File: config.mk
export PLATFORM = sky130hd
export DESIGN_NAME = char_glyph_loader
export DESIGN_NICKNAME = d
export VERILOG_FILES = /design/src/rtl/char_glyph_loader.sv
export SDC_FILE = /design/constraint.sdc
export NUM_CORES = 2
export LEC_CHECK = 0
export ABC_AREA = 1
export ABC_CLOCK_PERIOD_IN_PS = 36700
export BUFFER_PORTS_ARGS = -buffer_cell sky130_fd_sc_hd__buf_2
export CAP_MARGIN = 40
export CORE_ASPECT_RATIO = 0.6
export CORE_MARGIN = 5
export CORE_UTILIZATION = 27
export DETAILED_ROUTE_END_ITERATION = 8
export SLEW_MARGIN = 0
export SYNTH_ARGS = -nofsm -noshare
export SYNTH_HDL_FRONTEND = slang
export SYNTH_SLANG_ARGS = --single-unit
File: constraint.sdc
create_clock -name clk -period 36.7 [get_ports clk]
set_input_delay 3.67 -clock clk [delete_from_list [all_inputs] [get_ports clk]]
set_output_delay 3.67 -clock clk [all_outputs]
set_load 0.02 [all_outputs]
File: src/rtl/char_glyph_loader.sv
// -----------------------------------------------------------------------------
// char_glyph_loader
//
// Purpose:
//   Feeds the VGA character display stage. Accepts three 8-bit character codes,
//   reads the 16 rows of each 8x16 glyph from an external synchronous font ROM,
//   assembles them into a 16x24 shadow bitmap and then copies the whole bitmap
//   to char_line0..char_linef in one clock edge. With SYNC_COMMIT=1 the copy is
//   deferred to the next vsync falling edge, so a frame never shows a
//   half-updated bitmap.
//
// Parameters:
//   ROM_LAT      font ROM read latency in clk cycles (1..3)
//   SYNC_COMMIT  1: commit on next vsync falling edge, 0: commit after fetch
//
// Ports:
//   clk, rst               clock, asynchronous active-high reset
//   char_valid/char_ready  request handshake (accept on valid & ready)
//   char_codes             {code0, code1, code2}, code0 is leftmost
//   rom_en, rom_addr       ROM read strobe and address {code, glyph_row}
//   rom_data               glyph row from ROM, ROM_LAT cycles after rom_en
//   vsync                  active-low vertical sync from the display stage
//   busy                   high from accept until the commit cycle ends
//   update_done            one-cycle pulse in the commit cycle
//   char_line0..f          displayed bitmap rows, bit23 = leftmost pixel
// -----------------------------------------------------------------------------
module char_glyph_loader #(
  parameter int unsigned ROM_LAT     = 1,
  parameter bit          SYNC_COMMIT = 1'b1
) (
  input  logic        clk,
  input  logic        rst,
  input  logic        char_valid,
  output logic        char_ready,
  input  logic [23:0] char_codes,
  output logic        rom_en,
  output logic [11:0] rom_addr,
  input  logic [7:0]  rom_data,
  input  logic        vsync,
  output logic        busy,
  output logic        update_done,
  output logic [23:0] char_line0,
  output logic [23:0] char_line1,
  output logic [23:0] char_line2,
  output logic [23:0] char_line3,
  output logic [23:0] char_line4,
  output logic [23:0] char_line5,
  output logic [23:0] char_line6,
  output logic [23:0] char_line7,
  output logic [23:0] char_line8,
  output logic [23:0] char_line9,
  output logic [23:0] char_linea,
  output logic [23:0] char_lineb,
  output logic [23:0] char_linec,
  output logic [23:0] char_lined,
  output logic [23:0] char_linee,
  output logic [23:0] char_linef
);

  typedef enum logic [2:0] {
    IDLE,
    FETCH,
    DRAIN,
    WAIT_VS,
    COMMIT
  } state_t;

  state_t      state_reg;
  state_t      state_next;

  logic [23:0] codes_reg;
  logic [3:0]  row_reg;
  logic [1:0]  chr_reg;
  logic [1:0]  drain_cnt_reg;
  logic        vsync_d_reg;

  // Capture delay line: stage k holds the issue made k+1 edges earlier.
  logic        cap_vld_reg [ROM_LAT];
  logic [3:0]  cap_row_reg [ROM_LAT];
  logic [1:0]  cap_chr_reg [ROM_LAT];

  logic        cap_en;
  logic [3:0]  cap_row;
  logic [1:0]  cap_chr;

  logic        accept;
  logic        issue_last;
  logic        drain_done;
  logic        vs_fall;
  logic        commit_fire;
  logic [7:0]  code_sel;
  logic [23:0] line_w [16];

  assign accept     = char_valid && (state_reg == IDLE);
  assign issue_last = (row_reg == 4'd15) && (chr_reg == 2'd2);
  // DRAIN covers ROM_LAT cycles up to the last capture plus one cycle so the
  // final shadow write has landed before the bitmap is copied out.
  assign drain_done = (drain_cnt_reg == 2'(ROM_LAT));
  assign vs_fall    = vsync_d_reg && !vsync;

  assign cap_en  = cap_vld_reg[ROM_LAT-1];
  assign cap_row = cap_row_reg[ROM_LAT-1];
  assign cap_chr = cap_chr_reg[ROM_LAT-1];

  // ---------------------------------------------------------------------------
  // FSM
  // ---------------------------------------------------------------------------
  always_ff @(posedge clk or posedge rst) begin
    if (rst) begin
      state_reg <= IDLE;
    end else begin
      state_reg <= state_next;
    end
  end

  always_comb begin
    state_next  = state_reg;
    commit_fire = 1'b0;
    unique case (state_reg)
      IDLE: begin
        if (accept) begin
          state_next = FETCH;
        end
      end
      FETCH: begin
        if (issue_last) begin
          state_next = DRAIN;
        end
      end
      DRAIN: begin
        if (drain_done) begin
          if (SYNC_COMMIT) begin
            state_next = WAIT_VS;
          end else begin
            state_next  = COMMIT;
            commit_fire = 1'b1;
          end
        end
      end
      WAIT_VS: begin
        // Only falling edges seen while waiting count; earlier ones are lost.
        if (vs_fall) begin
          state_next  = COMMIT;
          commit_fire = 1'b1;
        end
      end
      COMMIT: begin
        state_next = IDLE;
      end
      default: begin
        state_next = IDLE;
      end
    endcase
  end

  assign char_ready  = (state_reg == IDLE);
  assign busy        = (state_reg != IDLE);
  assign rom_en      = (state_reg == FETCH);
  assign update_done = (state_reg == COMMIT);

  // rom_addr follows the issue counters, so it holds its last value in DRAIN.
  always_comb begin
    unique case (chr_reg)
      2'd0:    code_sel = codes_reg[23:16];
      2'd1:    code_sel = codes_reg[15:8];
      default: code_sel = codes_reg[7:0];
    endcase
  end

  assign rom_addr = {code_sel, row_reg};

  // ---------------------------------------------------------------------------
  // Issue counters, drain counter, vsync sampler
  // ---------------------------------------------------------------------------
  always_ff @(posedge clk or posedge rst) begin
    if (rst) begin
      codes_reg     <= '0;
      row_reg       <= '0;
      chr_reg       <= '0;
      drain_cnt_reg <= '0;
      vsync_d_reg   <= 1'b1;
    end else begin
      vsync_d_reg <= vsync;
      if (accept) begin
        codes_reg <= char_codes;
        row_reg   <= '0;
        chr_reg   <= '0;
      end else if ((state_reg == FETCH) && !issue_last) begin
        // Row-major walk: three characters per glyph row.
        if (chr_reg == 2'd2) begin
          chr_reg <= '0;
          row_reg <= row_reg + 4'd1;
        end else begin
          chr_reg <= chr_reg + 2'd1;
        end
      end
      if (state_reg == FETCH) begin
        drain_cnt_reg <= '0;
      end else if (state_reg == DRAIN) begin
        drain_cnt_reg <= drain_cnt_reg + 2'd1;
      end
    end
  end

  always_ff @(posedge clk or posedge rst) begin
    if (rst) begin
      for (int i = 0; i < ROM_LAT; i++) begin
        cap_vld_reg[i] <= 1'b0;
        cap_row_reg[i] <= '0;
        cap_chr_reg[i] <= '0;
      end
    end else begin
      cap_vld_reg[0] <= rom_en;
      cap_row_reg[0] <= row_reg;
      cap_chr_reg[0] <= chr_reg;
      for (int i = 1; i < ROM_LAT; i++) begin
        cap_vld_reg[i] <= cap_vld_reg[i-1];
        cap_row_reg[i] <= cap_row_reg[i-1];
        cap_chr_reg[i] <= cap_chr_reg[i-1];
      end
    end
  end

  // ---------------------------------------------------------------------------
  // Shadow bitmap and displayed bitmap, one row per generate slice
  // ---------------------------------------------------------------------------
  for (genvar gi = 0; gi < 16; gi++) begin : g_row
    logic [23:0] shadow_reg;
    logic [23:0] line_reg;

    always_ff @(posedge clk or posedge rst) begin
      if (rst) begin
        shadow_reg <= '0;
        line_reg   <= '0;
      end else begin
        if (cap_en && (cap_row == 4'(gi))) begin
          unique case (cap_chr)
            2'd0:    shadow_reg[23:16] <= rom_data;
            2'd1:    shadow_reg[15:8]  <= rom_data;
            default: shadow_reg[7:0]   <= rom_data;
          endcase
        end
        if (commit_fire) begin
          line_reg <= shadow_reg;
        end
      end
    end

    assign line_w[gi] = line_reg;
  end

  assign char_line0 = line_w[0];
  assign char_line1 = line_w[1];
  assign char_line2 = line_w[2];
  assign char_line3 = line_w[3];
  assign char_line4 = line_w[4];
  assign char_line5 = line_w[5];
  assign char_line6 = line_w[6];
  assign char_line7 = line_w[7];
  assign char_line8 = line_w[8];
  assign char_line9 = line_w[9];
  assign char_linea = line_w[10];
  assign char_lineb = line_w[11];
  assign char_linec = line_w[12];
  assign char_lined = line_w[13];
  assign char_linee = line_w[14];
  assign char_linef = line_w[15];

endmodule
==> key figures <==
CTS
  – Cts repair resizes: 0
  – CTS H-Tree Depth: 3
  – CTS clk-pin slew, worst paths: 0.06 ns
  – Root Driver: clkbuf_16
  – CTS Buffer Depth: 3
  – # hold bufs at CTS: 0
  – # Post-CTS Setup Buffers: 0
  – Clock tree from TritonCTS: built
  – CTS buffer count: 80
  – Clock sinks: 811
  – Clock latency at the later pin of the worst-skew pair: 0.65 ns

Critical path
  – Reg2reg end: char_line3[13]$_DFFE_PP0P_
  – Data arrival, critical path: 7.49 ns
  – R2R Setup Slk: 32.26 ns
  – Startpoint Class: primary input
  – WP data required: 37.28 ns
  – Max FO, Critical Path: 78
  – Crit Path Class: in -> reg
  – RR Startpoint: state_reg[1]$_DFFE_PP0P_
  – CP endpoint kind: flop
  – Worst R2R Path Depth: 11

Synth
  – Register area share after synthesis: 0.676
  – Synth unique cells: 25
  – Syn_nets: between 3000 and 4000
  – Post-Synthesis Cells: between 3000 and 4000
  – Ys Warns: 0
  – #FFs+latches synth: a little over 800
  – Syn Area/Cell: 9.46 um^2
  – Synthesized area: 30000 um^2

Outcome
  – Outcome: completed

Global routing
  – Initial antenna violation count: 6
  – Remaining Overflow, GRT: 0
  – Vias in the first global route: 21700
  – First-pass GRT wire length: 138000 um
  – Largest net degree at the start of global routing: 79
  – Global Route Usage Sum: 0.151

Floorplan
  – Starting Density: 0.273
  – Placeable Area: 110000 um^2
  – Row count: 94
  – Ports: 436
  – Overall die height: around 270 um
  – Die X: 441 um
  – Die ar.: 118000 um^2

Route
  – Via/cell ratio: 4.39
  – WL per Instance: 17.7 um
  – Routed via count: 22400
  – First-pass DRT Iterations: 7
  – First DRT Iteration DRCs: 1842
  – Post-DRT Antenna Nets: 0
  – # DRC: 0
  – Final WL: 90800 um

Timing
  – Max Fclk: 145 MHz
  – Final hold vios: 0
  – Final period utilization: 0.188
  – Final Slew Violations: 0
  – Clock Skew: 0.0277 ns
  – Setup TNS: 0 ns
  – Slew HR: 0.405
  – Unrepaired setup endpoints after global routing: no
  – Hold slack: 0.459 ns
  – Worst Tran Pin Value: around 0.89 ns
  – Final setup vio count: 0
  – Post-layout min period: 6.91 ns

Worst hold path
  – Worst hold-check path type: reg -> reg
  – Hold Path Sink: char_line5[23]$_DFFE_PP0P_
  – Hold wc startpoint: g_row[5].shadow_reg[23]$_DFFE_PP0P_
  – Hold Path Cell Cnt: 2

Layout
  – Synth-to-Final Area Change: 22.2%
  – Largest register FFs: 384
  – Fin area: ~37000 um^2
  – Share of layout cells above drive strength 1: 0.176
  – Multi-input combinational cell area: slightly below 9000 um^2
  – Reg area: between 20000 and 25000 um^2
  – Nets: 3596
  – FILL cells: around 11000

Power and ir drop
  – Pwr Density: 92.1 nW/um^2
  – Worst vdd ir: 0.0488 mV
  – Total power: 3.38 mW
  – Leakage: about 19 nW

Placement
  – PortBufs: around 440
  – DP Area: about 34000 um^2
  – GPL Wtd Cong: 0.756
  – HPWL Detailed: 57900 um

Job
  – Max-cap violations: 0
==> worst max path at each step <==
| stage | startpoint | to | cells past startpoint |
|---|---|---|---|
| 6_report | vsync | char_line3[13]$_DFFE_PP0P_ | 11 |
| 5_1_grt | rst | char_line2[2]$_DFFE_PP0P_ | 8 |
| 4_1_cts | vsync | char_line4[7]$_DFFE_PP0P_ | 11 |
| 3_5_place_dp | rst | char_line3[2]$_DFFE_PP0P_ | 8 |
| 3_3_place_gp | rst | char_line3[2]$_DFFE_PP0P_ | 7 |
| 2_1_floorplan | rst | cap_chr[0]$_DFF_PP0_ | 1 |
==> critical path: stages <==
cell     delay (ns)
buf_2          0.11
inv_1          0.10
nand3_4        0.47
inv_8          0.61
buf_4          0.36
buf_16         0.31
buf_4          0.75
buf_4          0.44
buf_16         0.28
nand2_1        0.11
nand2_1        0.07
==> stage by stage <==
stage	std cells	setup WS (ns)	util
after floorplan	3176	10.25	-
after global placement	4944	27.45	0.304
after detailed placement	4964	29.08	0.308
after CTS	5110	29.80	0.334
after global routing	5111	29.34	0.334
final	5113	29.79	0.334
==> cell usage after synthesis <==
library cell / instances / share of area
nand2_1: 1671 / 0.21
dfrtp_1: 810 / 0.67
o21ai_0: 356 / 0.059
clkbuf_1: 87 / 0.011
buf_2: 54 / 0.0090
nand3_1: 52 / 0.0087
buf_4: 42 / 0.010
o21ai_1: 35 / 0.0058
inv_1: 24 / 0.0030
nor2_1: 16 / 0.0020
inv_2: 8 / 0.0010
nor3_1: 4 / 0.00067
buf_1: 2 / 0.00025
ha_1: 2 / 0.00083
nand3_2: 2 / 0.00067
nor2_4: 2 / 0.00075
clkinv_1: 1 / 0.00012
dfstp_2: 1 / 0.00088
nand3b_1: 1 / 0.00025
nand4_1: 1 / 0.00021
nor2_2: 1 / 0.00021
nor3_2: 1 / 0.00033
o22ai_1: 1 / 0.00021
xnor2_1: 1 / 0.00029
xor2_1: 1 / 0.00029
==> power breakdown <==
part / internal [mW] / total, mW / switching [mW]
logic: 0.331 / 1.02 / 0.693
clock network: 0.514 / 0.883 / 0.369
registers: 1.23 / 1.47 / 0.239
==> cell families (layout without fill, tap and decap cells) <==
kind of cell	count (synthesis)	count (layout)	synth area share
simple gates	1751	1751	0.223
flops	811	811	0.676
compound gates	392	392	0.0654
buf+inv	218	664	0.0347
fa+ha+maj	2	2	0.000833
xor+xnor	2	2	0.000583
other cells	0	3	0
==> final cells by class <==
type / instances / share of cell area
well taps: 1488 / 0.0507
clock buffers: 108 / 0.0624
diodes: 3 / 0.000205
multi-input cells: 2147 / 0.237
inverters: 33 / 0.00378
repair buffers: 485 / 0.0785
flip-flops and latches: 811 / 0.553
clock inverters: 38 / 0.0143
==> routing by layer <==
layer	global-route usage	part of all wire	up-vias	wire, um
met5	0	0.00014	-	13
met4	0.0301	0.015	2	1340
met3	0.0318	0.059	89	5400
met2	0.223	0.44	540	39600
met1	0.230	0.49	11100	44400
li1	-	-	10700	-
==> cells in the final DEF (no fill, tap or decap), types with 10 or more instances in the layout <==
cell and instances:
bufinv_16 10, o21ai_1 35, clkinv_2 15, buf_4 30, clkbuf_1 12, buf_2 436, buf_16 13, dfrtp_1 810
nor2_1 16, clkbuf_8 14, o21ai_0 356, nand3_1 52, inv_1 21, nand2_1 1671, clkbuf_16 82
Power figures use the tool's default switching activity.
